===== src/rtl/arb_pkg.sv =====
// Shared types and default sizes for the two-requester memory arbiter.
package arb_pkg;

  typedef enum logic [1:0] {
    IDLE   = 2'd0,
    ACCESS = 2'd1,
    ACK    = 2'd2
  } arb_state_e;

  localparam int WORD_W_DEF    = 8;
  localparam int ADDR_W_DEF    = 5;
  localparam int BURST_MAX_DEF = 4;

  // Requester index (0 = CPU, 1 = decrypt engine) to one-hot grant/ack vector.
  function automatic logic [1:0] onehot2(input logic idx);
    return idx ? 2'b10 : 2'b01;
  endfunction

endpackage


===== src/rtl/mem_arbiter_if.sv =====
// Requester and memory-side signals of the arbiter, bundled as one interface.
interface mem_arbiter_if
  import arb_pkg::*;
#(
  parameter int WORD_W = WORD_W_DEF,
  parameter int ADDR_W = ADDR_W_DEF
);

  logic [1:0]        req;
  logic [1:0]        lock;
  logic [1:0]        r_nw;
  logic [ADDR_W-1:0] addr0;
  logic [ADDR_W-1:0] addr1;
  logic [WORD_W-1:0] wdata0;
  logic [WORD_W-1:0] wdata1;
  logic [1:0]        gnt;
  logic [1:0]        ack;
  logic [WORD_W-1:0] rdata;
  logic              mem_CS;
  logic              mem_R_NW;
  logic [ADDR_W-1:0] mem_addr;
  logic [WORD_W-1:0] mem_wdata;
  logic [WORD_W-1:0] mem_rdata;

  // Arbiter side.
  modport slave (
    input  req, lock, r_nw, addr0, addr1, wdata0, wdata1, mem_rdata,
    output gnt, ack, rdata, mem_CS, mem_R_NW, mem_addr, mem_wdata
  );

  // Requesters plus memory model side.
  modport master (
    output req, lock, r_nw, addr0, addr1, wdata0, wdata1, mem_rdata,
    input  gnt, ack, rdata, mem_CS, mem_R_NW, mem_addr, mem_wdata
  );

endinterface


===== src/rtl/arb_pick.sv =====
// Owner selection: locked re-grant of the last owner while the burst budget
// lasts, otherwise round-robin on a tie, otherwise the lone requester.
module arb_pick
  import arb_pkg::*;
#(
  parameter int BURST_MAX = BURST_MAX_DEF,
  parameter int CNT_W     = 3
) (
  input  logic [1:0]       req_i,
  input  logic [1:0]       lock_i,
  input  logic             last_i,
  input  logic [CNT_W-1:0] burst_cnt_i,
  output logic             owner_o,
  output logic             relock_o
);

  // Priority: burst lock, then alternate on a tie, then whoever is asking.
  always_comb begin
    relock_o = req_i[last_i] & lock_i[last_i] &
               (burst_cnt_i < CNT_W'(BURST_MAX));
    owner_o  = last_i;
    if (relock_o) begin
      owner_o = last_i;
    end else if (&req_i) begin
      owner_o = ~last_i;
    end else begin
      owner_o = req_i[1];
    end
  end

endmodule


===== src/rtl/mem_arbiter.sv =====
// Two-requester single-port memory arbiter: IDLE -> ACCESS -> ACK per access.
//
//   state  | meaning
//   IDLE   | no transaction; pick an owner and latch its request when req != 0
//   ACCESS | memory strobed with the latched transaction
//   ACK    | one-cycle ack to the owner; read data already in rdata
module mem_arbiter
  import arb_pkg::*;
#(
  parameter int WORD_W    = WORD_W_DEF,
  parameter int ADDR_W    = ADDR_W_DEF,
  parameter int BURST_MAX = BURST_MAX_DEF
) (
  input logic          clock,
  input logic          reset,
  mem_arbiter_if.slave bus
);

  localparam int CNT_W = $clog2(BURST_MAX + 1);

  arb_state_e        state_q;
  logic              last_q;      // requester granted most recently; also current owner
  logic [CNT_W-1:0]  burst_cnt_q;
  logic              r_nw_q;
  logic [ADDR_W-1:0] addr_q;
  logic [WORD_W-1:0] wdata_q;
  logic [1:0]        gnt_q;
  logic [1:0]        ack_q;
  logic [WORD_W-1:0] rdata_q;

  logic              pick_owner;
  logic              pick_relock;

  arb_pick #(
    .BURST_MAX (BURST_MAX),
    .CNT_W     (CNT_W)
  ) u_pick (
    .req_i       (bus.req),
    .lock_i      (bus.lock),
    .last_i      (last_q),
    .burst_cnt_i (burst_cnt_q),
    .owner_o     (pick_owner),
    .relock_o    (pick_relock)
  );

  // Transaction sequencer with registered grant, ack and read data.
  always_ff @(posedge clock) begin
    if (reset) begin
      state_q     <= IDLE;
      last_q      <= 1'b1;
      burst_cnt_q <= '0;
      r_nw_q      <= 1'b0;
      addr_q      <= '0;
      wdata_q     <= '0;
      gnt_q       <= '0;
      ack_q       <= '0;
      rdata_q     <= '0;
    end else begin
      ack_q <= '0;
      unique case (state_q)
        IDLE: begin
          if (|bus.req) begin
            last_q      <= pick_owner;
            burst_cnt_q <= pick_relock ? burst_cnt_q + CNT_W'(1) : CNT_W'(1);
            r_nw_q      <= bus.r_nw[pick_owner];
            addr_q      <= pick_owner ? bus.addr1 : bus.addr0;
            wdata_q     <= pick_owner ? bus.wdata1 : bus.wdata0;
            gnt_q       <= onehot2(pick_owner);
            state_q     <= ACCESS;
          end
        end
        ACCESS: begin
          if (r_nw_q) begin
            rdata_q <= bus.mem_rdata;
          end
          ack_q   <= onehot2(last_q);
          state_q <= ACK;
        end
        ACK: begin
          gnt_q   <= '0;
          state_q <= IDLE;
        end
        default: begin
          gnt_q   <= '0;
          state_q <= IDLE;
        end
      endcase
    end
  end

  // Memory strobe is decoded from the state so it is live only in ACCESS.
  always_comb begin
    bus.mem_CS    = 1'b0;
    bus.mem_R_NW  = 1'b0;
    bus.mem_addr  = '0;
    bus.mem_wdata = '0;
    if (state_q == ACCESS) begin
      bus.mem_CS    = 1'b1;
      bus.mem_R_NW  = r_nw_q;
      bus.mem_addr  = addr_q;
      bus.mem_wdata = wdata_q;
    end
  end

  assign bus.gnt   = gnt_q;
  assign bus.ack   = ack_q;
  assign bus.rdata = rdata_q;

endmodule


===== src/flat_wrapper.sv =====
// flat-port wrapper written by rule: the top's interface ports become plain ports
module mem_arbiter_flat import arb_pkg::*;
#(
  parameter int WORD_W    = WORD_W_DEF,
  parameter int ADDR_W    = ADDR_W_DEF,
  parameter int BURST_MAX = BURST_MAX_DEF
)
  (clock, reset, bus_req, bus_lock, bus_r_nw, bus_addr0, bus_addr1, bus_wdata0, bus_wdata1, bus_mem_rdata, bus_gnt, bus_ack, bus_rdata, bus_mem_CS, bus_mem_R_NW, bus_mem_addr, bus_mem_wdata);
  mem_arbiter_if #(.WORD_W(WORD_W), .ADDR_W(ADDR_W)) bus_i ();
  input logic clock;
  input logic reset;
  input wire logic [$bits(bus_i.req)-1:0] bus_req;
  input wire logic [$bits(bus_i.lock)-1:0] bus_lock;
  input wire logic [$bits(bus_i.r_nw)-1:0] bus_r_nw;
  input wire logic [$bits(bus_i.addr0)-1:0] bus_addr0;
  input wire logic [$bits(bus_i.addr1)-1:0] bus_addr1;
  input wire logic [$bits(bus_i.wdata0)-1:0] bus_wdata0;
  input wire logic [$bits(bus_i.wdata1)-1:0] bus_wdata1;
  input wire logic [$bits(bus_i.mem_rdata)-1:0] bus_mem_rdata;
  output wire logic [$bits(bus_i.gnt)-1:0] bus_gnt;
  output wire logic [$bits(bus_i.ack)-1:0] bus_ack;
  output wire logic [$bits(bus_i.rdata)-1:0] bus_rdata;
  output wire logic [$bits(bus_i.mem_CS)-1:0] bus_mem_CS;
  output wire logic [$bits(bus_i.mem_R_NW)-1:0] bus_mem_R_NW;
  output wire logic [$bits(bus_i.mem_addr)-1:0] bus_mem_addr;
  output wire logic [$bits(bus_i.mem_wdata)-1:0] bus_mem_wdata;
  assign bus_i.req = bus_req;
  assign bus_i.lock = bus_lock;
  assign bus_i.r_nw = bus_r_nw;
  assign bus_i.addr0 = bus_addr0;
  assign bus_i.addr1 = bus_addr1;
  assign bus_i.wdata0 = bus_wdata0;
  assign bus_i.wdata1 = bus_wdata1;
  assign bus_i.mem_rdata = bus_mem_rdata;
  assign bus_gnt = bus_i.gnt;
  assign bus_ack = bus_i.ack;
  assign bus_rdata = bus_i.rdata;
  assign bus_mem_CS = bus_i.mem_CS;
  assign bus_mem_R_NW = bus_i.mem_R_NW;
  assign bus_mem_addr = bus_i.mem_addr;
  assign bus_mem_wdata = bus_i.mem_wdata;
  mem_arbiter #(.WORD_W(WORD_W), .ADDR_W(ADDR_W), .BURST_MAX(BURST_MAX)) u_core (.clock(clock), .reset(reset), .bus(bus_i));
endmodule

===== config.mk =====
export PLATFORM = sky130hd
export DESIGN_NAME = mem_arbiter_flat
export DESIGN_NICKNAME = d
export VERILOG_FILES = /design/src/rtl/arb_pkg.sv /design/src/rtl/mem_arbiter_if.sv /design/src/rtl/arb_pick.sv /design/src/rtl/mem_arbiter.sv /design/src/flat_wrapper.sv
export SDC_FILE = /design/constraint.sdc
export NUM_CORES = 1
export LEC_CHECK = 0
export ABC_AREA = 0
export BUFFER_PORTS_ARGS = -buffer_cell sky130_fd_sc_hd__buf_2
export CAP_MARGIN = 20
export CELL_PAD_IN_SITES_DETAIL_PLACEMENT = 0
export CELL_PAD_IN_SITES_GLOBAL_PLACEMENT = 1
export CORE_MARGIN = 5
export CORE_UTILIZATION = 34
export CTS_BUF_LIST = sky130_fd_sc_hd__clkbuf_16
export CTS_CLUSTER_DIAMETER = 60
export DETAILED_ROUTE_END_ITERATION = 7
export HOLD_SLACK_MARGIN = 0.15
export PLACE_DENSITY = 0.8
export SYNTH_ARGS = -nofsm -noshare
export SYNTH_HDL_FRONTEND = slang
export SYNTH_SLANG_ARGS = --single-unit

===== constraint.sdc =====
create_clock -name clock -period 3.9 [get_ports clock]
set_input_delay 0.78 -clock clock [delete_from_list [all_inputs] [get_ports clock]]
set_output_delay 0.78 -clock clock [all_outputs]
set_load 0.005 [all_outputs]

==> run metrics <==
status=complete, no violations; Post-DP HPWL=2752 um; Root Buffer Master=clkbuf_16; CTS tree=done; setup TNS=0 ns; DRT iter0 DRCs=48; yosys warns=0; Arr. time, crit path=1.82 ns; cell seen most often among critical-path stages=inv_1; Cell Area, Synth=1414 um2; combinational share of power=15.5%; Layout area overhead=33.27%; # nets final=278; clock power share=41.3%; top-count cell post-synth=dfxtp_1; All-Layer GR Usage=15.23%; Placement Setup Slack=1.543 ns; H-tree Lvls=2; Worst Path Max Fanout=23; Worst EP required=3.12 ns; Final Power=861.1 uW; Initial Utilization=35.09%; Final period util=66.69%; sequential area share after synthesis=45.31%; CP Cell Sequence=nand2b_1 > inv_1 > nand2_1 > inv_1 > buf_2; routed vias/inst=4.801; Slew @ Worst Pin=0.7587 ns; Fmax=384.5 MHz; Synth Area in Compound Gates=21.50%; layout cell share with drive strength beyond 1=32.20%; power per cell area=457.0 nW/um2; # IOs=69; syn avg cell area=8.268 um2; post-synthesis register bit count=32; CTS Hold Bufs=0; Simple-Gate Fraction of Synth Area=25.93%; final setup fails=0; largest area contributor in the netlist=dfxtp_1; Antenna diodes=0; slew margin rel.=49.27%; PortBufs=68; Post-Synth Adder-Cell Area=0.8850%; mux cell area share after synthesis=0.7080%; commonest register cell after synthesis=dfxtp_1; final-report max-slew violation count=0; Final Skew=0.002474 ns; Die Area=5548 um2; Routed WL per cell=13.40 um; Core Box Area=4029 um2; EDFF count, synth=0; Yosys cell types=29; total CTS buffers=5; cts repair resizes=0; Startpoint Class=flop; drt total wl=3832 um; Worst setup EP type=output pin; drt first pass iters=4; top cells by count, synth=dfxtp_1 (32), nand2_1 (26), a21oi_1 (25); share of the synthesized area in the top cell type=45.31%; Max Cap Viol=0; Sw Share=25.46%; type of the worst min-delay path=reg -> reg; GRT Residual Overflow=0; VDD IR max=0.2047 mV; initial antenna violation count=0; largest net degree at the start of global routing=32; Fin. Hold Viols=0; row count=23; XOR/XNOR share of the synthesized area=0%; worst-skew pair later-pin latency=0.27 ns; Die H=74.49 um; main combinational cell family by area after synthesis=simple AND/OR/NAND/NOR gates; first-pass GRT wire length=6348 um; total clock sinks=32; Pint=641.8 uW; Detail Route Antenna Nets=0; Seq pwr share=43.1%; Crit-path slowest cell=inv_1; Async S/R FF share, synth=0%; critical path class=reg -> out; clock tree buffer depth=2; via count of the first global-routing pass=1,398; static leakage=0.0009085 uW; Post-Synthesis Cells=171; Post-route DRC=0; setup ws final=1.299 ns; Synth area leaders=dfxtp_1 (45%), a21oi_1 (8.8%), a211oi_1 (7.4%); Clock Pin Slew Worst Setup and Hold Paths=0.05 ns; Psw=219.2 uW; post-layout min period=2.601 ns; Crit path largest cell delay=0.45 ns; unrepaired setup endpoints after global routing=false; Net Count, Synth=214; Die Wd=74.49 um; postcts setup bufs=0; placer congestion estimate=0.7364; vias post-DR=1,373
[through the flow]
| stage | util [%] | hold WS, ns | cell area, um2 | cells |
|---|---|---|---|---|
| after detailed placement | 43.39 | 0.4520 | 1748 | 278 |
| final | 46.77 | 0.4549 | 1884 | 286 |
| after global placement | 43.39 | 0.4423 | 1748 | 278 |
| after global routing | 46.77 | 0.4640 | 1884 | 286 |
| after floorplan | - | 0.4356 | 1414 | 171 |
| after CTS | 46.77 | 0.4588 | 1884 | 286 |
[placed cells by master, fill, tap and decap left out]
cell | synthesis | final
a2111oi_1 | 1 | 1
a211o_1 | 1 | 1
a211oi_1 | 14 | 14
a21oi_1 | 25 | 25
a31oi_1 | 1 | 1
and2_1 | 14 | 14
buf_2 | 1 | 68
clkbuf_16 | 0 | 5
clkinv_1 | 0 | 1
dfxtp_1 | 32 | 32
ha_1 | 1 | 1
inv_1 | 3 | 5
mux2i_1 | 1 | 1
nand2_1 | 26 | 26
nand2b_1 | 1 | 1
nand3_1 | 11 | 11
nand3b_1 | 1 | 1
nand4bb_1 | 1 | 1
nor2_1 | 18 | 18
nor2_4 | 1 | 1
nor2b_1 | 1 | 1
nor3_1 | 2 | 2
o211a_1 | 1 | 1
o211ai_2 | 1 | 1
o21bai_1 | 1 | 1
o21bai_4 | 1 | 1
or2_1 | 1 | 1
[cell families after synthesis]
kind of cell | count (synthesis)
DFF | 32
buffers and inverters | 14
AOI/OAI and AO/OA | 46
and+or+nand+nor | 77
muxes | 1
adders and majority gates | 1
[metal layers]
layer | GRT usage [%] | up-vias | routed length, um
met5 | 0 | - | 0
met2 | 24.68 | 58 | 1686
met4 | 6.522 | 0 | 70
met1 | 16.74 | 590 | 1624
met3 | 7.838 | 7 | 451
li1 | - | 718 | -
[flip-flops by register name (all words and copies together), names as in the netlist]
name and cells:
u_core.last_q 1, u_core.bus.rdata 8, u_core.bus.ack 2, u_core.state_q 2, u_core.addr_q 5, u_core.r_nw_q 1, u_core.bus.gnt 2, u_core.burst_cnt_q 3
u_core.wdata_q 8
[layout make-up]
class	instances	area [um2]
Multi-Input combinational cell	125	693.2
Tap cell	50	62.56
Sequential cell	32	640.6
Inverter	3	11.26
Clock inverter	3	11.26
Timing Repair Buffer	68	340.3
Clock buffer	5	125.1
Fill cell	436	2145
[power groups by stage]
stage / logic, uW / clock network [uW] / registers (uW)
after CTS: 137 / 367 / 372
final: 134 / 356 / 371
after floorplan: 94.5 / 0 / 372
after global placement: 136 / 0 / 377
after global routing: 155 / 380 / 375
after detailed placement: 136 / 0 / 378
[final timing paths]
kind / startpoint / depth (start not counted) / to / slack [ns]
min: u_core.bus.rdata[0] / 2 / u_core.bus.rdata[0] / 0.45
min reg2reg: u_core.bus.rdata[0] / 2 / u_core.bus.rdata[0] / 0.45
max: u_core.state_q[1] / 5 / bus_mem_R_NW / 1.30
max reg2reg: u_core.last_q / 4 / u_core.bus.gnt[0] / 2.13
[worst max-delay path: cells and delay by family (launching register included)]
family / cells / cell delay (ns)
AND/OR/NAND/NOR: 2 / 0.53
flip-flops: 1 / 0.35
buffers and inverters: 3 / 0.66
Note: power is estimated with default switching activity, not from simulation.
